## src/rtl/uart_receiver_fsm.sv

```systemverilog
// uart_receiver_fsm
//   UART receive path. The serial line is oversampled on UCLK, and a start
//   bit is qualified at its mid-point. Data bits are sampled at mid-bit and
//   shifted in LSB-first. Optional parity and the stop bit are then checked.
//   Each frame ends in exactly one registered one-cycle pulse: data_valid,
//   parity_error or framing_error.
//
// Ports
//   UCLK          in   receiver clock, OVERSAMPLE x baud rate
//   reset         in   asynchronous, active-high reset
//   rx_in         in   raw serial line, idle level 1
//   parity_enable in   frame carries a parity bit (captured at frame start)
//   parity_type   in   0 = even, 1 = odd (captured at frame start)
//   rx_data       out  last good byte, LSB = first received bit
//   data_valid    out  one-cycle pulse, rx_data updated with a good frame
//   parity_error  out  one-cycle pulse, parity mismatch
//   framing_error out  one-cycle pulse, stop bit sampled 0
//   busy          out  high in every state except IDLE
module uart_receiver_fsm #(
  parameter int DATA_WIDTH = 8,
  parameter int OVERSAMPLE = 8
) (
  input  logic                  UCLK,
  input  logic                  reset,
  input  logic                  rx_in,
  input  logic                  parity_enable,
  input  logic                  parity_type,
  output logic [DATA_WIDTH-1:0] rx_data,
  output logic                  data_valid,
  output logic                  parity_error,
  output logic                  framing_error,
  output logic                  busy
);

  localparam int SW = $clog2(OVERSAMPLE);
  localparam int BW = $clog2(DATA_WIDTH) + 1;

  // Sample point inside a bit, and the last oversample tick of a bit.
  localparam logic [SW-1:0] MID      = SW'(OVERSAMPLE / 2 - 1);
  localparam logic [SW-1:0] LAST     = SW'(OVERSAMPLE - 1);
  localparam logic [BW-1:0] LAST_BIT = BW'(DATA_WIDTH - 1);

  typedef enum logic [2:0] {
    IDLE   = 3'd0,
    START  = 3'd1,
    DATA   = 3'd2,
    PARITY = 3'd3,
    STOP   = 3'd4
  } state_t;

  state_t                  state;
  logic                    sync1;
  logic                    rx_s;
  logic [SW-1:0]           sample_cnt;
  logic [SW-1:0]           sample_next;
  logic [BW-1:0]           bit_cnt;
  logic [DATA_WIDTH-1:0]   shift_reg;
  logic                    xor_data;
  logic                    par_en;
  logic                    par_type;
  logic                    par_err;

  // Two-flop synchroniser on the asynchronous serial line.
  // NOTE: both flops reset to the idle level 1. A reset value of 0 would look
  // like a start bit on the first cycle after reset.
  always_ff @(posedge UCLK or posedge reset) begin
    if (reset) begin
      sync1 <= 1'b1;
      rx_s  <= 1'b1;
    end else begin
      sync1 <= rx_in;
      rx_s  <= sync1;
    end
  end

  // The oversample counter wraps explicitly, because OVERSAMPLE need not be
  // a power of two.
  always_comb begin
    sample_next = sample_cnt + SW'(1);
    if (sample_cnt == LAST) sample_next = '0;
  end

  assign busy = (state != IDLE);

  // NOTE: every register in this block uses non-blocking assignment, so all
  // decisions in one cycle see the values from the start of that cycle.
  always_ff @(posedge UCLK or posedge reset) begin
    if (reset) begin
      state         <= IDLE;
      sample_cnt    <= '0;
      bit_cnt       <= '0;
      shift_reg     <= '0;
      xor_data      <= 1'b0;
      par_en        <= 1'b0;
      par_type      <= 1'b0;
      par_err       <= 1'b0;
      rx_data       <= '0;
      data_valid    <= 1'b0;
      parity_error  <= 1'b0;
      framing_error <= 1'b0;
    end else begin
      // The status outputs are pulses. They are high only in the cycle after
      // the stop-bit evaluation.
      data_valid    <= 1'b0;
      parity_error  <= 1'b0;
      framing_error <= 1'b0;

      case (state)
        IDLE: begin
          if (!rx_s) begin
            state      <= START;
            sample_cnt <= '0;
            bit_cnt    <= '0;
            xor_data   <= 1'b0;
            par_err    <= 1'b0;
            // Frame format is frozen here, so it cannot change mid-frame.
            par_en     <= parity_enable;
            par_type   <= parity_type;
          end
        end

        START: begin
          sample_cnt <= sample_next;
          if (sample_cnt == MID && rx_s) begin
            state <= IDLE;  // line went high again before mid-bit: glitch
          end else if (sample_cnt == LAST) begin
            state   <= DATA;
            bit_cnt <= '0;
          end
        end

        DATA: begin
          sample_cnt <= sample_next;
          if (sample_cnt == MID) begin
            shift_reg <= {rx_s, shift_reg[DATA_WIDTH-1:1]};
            xor_data  <= xor_data ^ rx_s;
          end
          if (sample_cnt == LAST) begin
            bit_cnt <= bit_cnt + BW'(1);
            if (bit_cnt == LAST_BIT) state <= par_en ? PARITY : STOP;
          end
        end

        PARITY: begin
          sample_cnt <= sample_next;
          if (sample_cnt == MID) par_err <= ((xor_data ^ rx_s) != par_type);
          if (sample_cnt == LAST) state <= STOP;
        end

        STOP: begin
          sample_cnt <= sample_next;
          // Leaving at mid-stop leaves half a bit of margin, so the FSM can
          // catch a start bit that follows a single stop bit directly.
          if (sample_cnt == MID) begin
            state <= IDLE;
            if (!rx_s) begin
              framing_error <= 1'b1;
            end else if (par_err) begin
              parity_error <= 1'b1;
            end else begin
              rx_data    <= shift_reg;
              data_valid <= 1'b1;
            end
          end
        end

        default: begin
          state      <= IDLE;
          sample_cnt <= '0;
        end
      endcase
    end
  end

endmodule
```

## config.mk

```make
export PLATFORM = sky130hd
export DESIGN_NAME = uart_receiver_fsm
export DESIGN_NICKNAME = d
export VERILOG_FILES = /design/src/rtl/uart_receiver_fsm.sv
export SDC_FILE = /design/constraint.sdc
export NUM_CORES = 1
export LEC_CHECK = 0
export ABC_AREA = 1
export BUFFER_PORTS_ARGS = -buffer_cell sky130_fd_sc_hd__buf_2
export CORE_ASPECT_RATIO = 1.25
export CORE_MARGIN = 2
export CORE_UTILIZATION = 40
export CTS_BUF_LIST = sky130_fd_sc_hd__clkbuf_8
export CTS_CLUSTER_DIAMETER = 120
export DETAILED_ROUTE_END_ITERATION = 10
export PLACE_DENSITY = 0.66
export SETUP_SLACK_MARGIN = 0.15
export SYNTH_ARGS = -nofsm -noshare
export SYNTH_HDL_FRONTEND = slang
export SYNTH_SLANG_ARGS = --single-unit
```

## constraint.sdc

```tcl
create_clock -name UCLK -period 2.35 [get_ports UCLK]
set_clock_uncertainty 0.15 [all_clocks]
set_input_delay 0.3525 -clock UCLK [delete_from_list [all_inputs] [get_ports UCLK]]
set_output_delay 0.3525 -clock UCLK [all_outputs]
set_load 0.05 [all_outputs]
```

==> metrics.md <==
| Metric | Value |
|---|---|
| Status | `finished with violations` |
| Violated checks | `hold timing` |
| Top-Level Pins | `17` |
| DR DRC count | `0` |
| Synth area leaders | `dfrtp_1 (51%), nand2_1 (11%), o21ai_0 (5.8%), nand3_1 (5.5%), inv_1 (5.3%)` |
| WL per Instance | `about 11 um` |
| M1 GR Usage | `17.7%` |
| Flops & latches, synth | `35` |
| Top cell type's share of synthesized area | `50.7%` |
| Final Hold Vio Count | `2` |
| Antenna cells | `0` |
| GRT Max-Usage Layer | `met2` |
| Clock root cell | `clkbuf_8` |
| DRT Pass-1 Iters | `4` |
| Die height | `75.4 um` |
| DR vias | `1,211` |
| First-pass GRT wire length | `around 5000 um` |
| Met3 usage | `4.07%` |
| Hold crit path type | `input pin to async pin` |
| Unique cell type count in the Yosys netlist | `23` |
| RSZ-0062 raised after global routing | `no` |
| Leak | `about 0.93 nW` |
| Ys Warns | `0` |
| CP Launch Type | `register` |
| CTS tree | `yes` |
| Avg Cell Area, Syn | `9.01 um2` |
| Die Wd | `61.1 um` |
| Fraction of layout cells with a size suffix above 1 | `16.8%` |
| Syn Inst Count | `181` |
| First DRT Iteration DRCs | `36` |
| Initial antenna violation count | `0` |
| Reg2reg setup slack | `550 ps` |
| Post-CTS Resized | `0` |
| Fin crit share | `86.1%` |
| Seq/Total Area, Yosys | `between 50% and 60%` |
| Least-Margin Pin Slew | `426 ps` |
| Worst vdd ir | `520 uV` |
| CTS hold repair buffers | `0` |
| Starting Density | `42.4%` |
| Yosys top cell by area | `dfrtp_1` |
| # setup viols final | `0` |
| Gr ovfl total | `0` |
| Syn_nets | `190` |
| Setup crit end kind | `output pin` |
| Fin nets | `210` |
| H-tree levels | `2` |
| Worst path max stage delay | `520 ps` |
| # Max-Cap Violations | `0` |
| Met2 usage | `26.0%` |
| CORE AREA | `3850 um2` |
| Die Area | `roughly 4600 um2` |
| Mapped Area | `1630 um2` |
| Final ANT Viol Nets | `0` |
| Req. time, crit path | `1850 ps` |
| Pwr Total | `1.85 mW` |
| Max Slew Vio Count | `0` |
| Setup TNS | `0 ps` |
| WP data arrival | `1520 ps` |
| Max Clock Freq | `494 MHz` |
| Overall Global Routing Usage | `15.2%` |
| Worst-path clk slew | `70 ps` |
| Max-Slew Margin vs Limit | `between 70% and 80%` |
| Critical-path cell list | `nor3_2, inv_1, buf_2` |
| Largest net degree at the start of global routing | `36` |
| Hold slack | `-2.11 ps` |
| Num CTS Buffers | `5` |
| Pwr Density | `a little over 1000 nW/um2` |
| Std-Cell Rows | `25` |
| Final GP Congestion | `0.890` |
| CTS sink count | `35` |
| Crit Path Max Fanout | `9` |
| Clk Latency, worst-skew pair | `between 200 and 300 ps` |
| # port buffers | `16` |
| Dpl hpwl | `~2100 um` |
| Post-Route WL | `a little under 3000 um` |
| Post-CTS Setup Repair Bufs | `0` |
| CTS Buffer Depth | `2` |
| Vias in the first global route | `between 1,000 and 1,500` |
| CP Class | `register to output pin` |
| Slowest-stage cell, CP | `dfrtp_1` |
| Via density | `4.73` |
| Layout area overhead | `12.0%` |
| Final Critical Period | `2020 ps` |
cells in the mapped netlist:
| master | number |
|---|---|
| nand2_1 | 46 |
| dfrtp_1 | 33 |
| inv_1 | 23 |
| o21ai_0 | 19 |
| nand3_1 | 18 |
| o21ai_1 | 6 |
| nor2_1 | 5 |
| buf_6 | 4 |
| ha_1 | 4 |
| nand4_1 | 4 |
| a21oi_1 | 3 |
| dfstp_2 | 2 |
| nand2_2 | 2 |
| nand2_4 | 2 |
| or2_0 | 2 |
| nand3_2 | 1 |
| nor2_8 | 1 |
| nor3_1 | 1 |
| nor3_2 | 1 |
| nor3b_1 | 1 |
| or2_2 | 1 |
| xnor2_1 | 1 |
| xor2_1 | 1 |
final cells by class:
class / instances / area [um2]
Fill cell: 371 / 2020
Inverter: 23 / 86.3
Clock buffer: 5 / 68.8
Tap cell: 54 / 67.6
Sequential cell: 35 / 878
Timing Repair Buffer: 17 / 87.6
Multi-Input combinational cell: 119 / 621
Clock inverter: 3 / 16.3
path summary, 6_finish.rpt:
path / end / startpoint / depth (start not counted)
min in group UCLK: sync1 / rx_in / 1
setup reg to reg: rx_data[7] / sample_cnt[0] / 7
max in group asynchronous: sync1 / reset / 3
hold reg to reg: rx_s / sync1 / 0
hold / removal: bit_cnt[3] / reset / 3
setup / recovery: busy / state[0] / 3
worst max-delay path: cells and delay by family, from the launching register on:
kind,cells,cell delay (ps)
flops,1,520
simple gates,1,440
buf+inv,2,290
report_power, final:
part	internal, mW	switching [mW]	leakage, nW	total, mW
clock network	0.203	0.212	0.0453	0.415
logic	0.204	0.401	0.419	0.605
registers	0.709	0.118	0.468	0.827
per-stage QoR:
stage,cells,area (um2),setup WS [ps],utilization (%)
final,256,1830,327,47.4
after global routing,256,1830,221,47.4
after CTS,256,1830,287,47.4
after detailed placement,248,1740,535,45.2
after global placement,248,1740,586,45.2
after floorplan,181,1630,715,-
cell families after synthesis:
kind of cell	Yosys count	synth area share (%)
flip-flops	35	53.9
XOR/XNOR	2	1.07
buffers and inverters	27	8.06
AO/OA/AOI/OAI	28	8.60
AND/OR/NAND/NOR	85	25.3
adder cells (fa/ha/maj)	4	3.07
cells in the final DEF, fill, tap and decap left out, types with 3 or more instances in the layout:
cell,netlist,routed
a21oi_1,3,3
buf_2,0,16
clkbuf_8,0,5
dfrtp_1,33,33
ha_1,4,4
inv_1,23,24
nand2_1,46,46
nand3_1,18,18
nand4_1,4,4
nor2_1,5,5
o21ai_0,19,19
o21ai_1,6,6
per-layer routing:
metal | up-vias | wire [um]
met5 | - | 0
met4 | 0 | 59
met3 | 7 | 160
met2 | 36 | 1430
met1 | 547 | 1290
li1 | 621 | -
No activity file was read; power rests on OpenSTA's default activity.
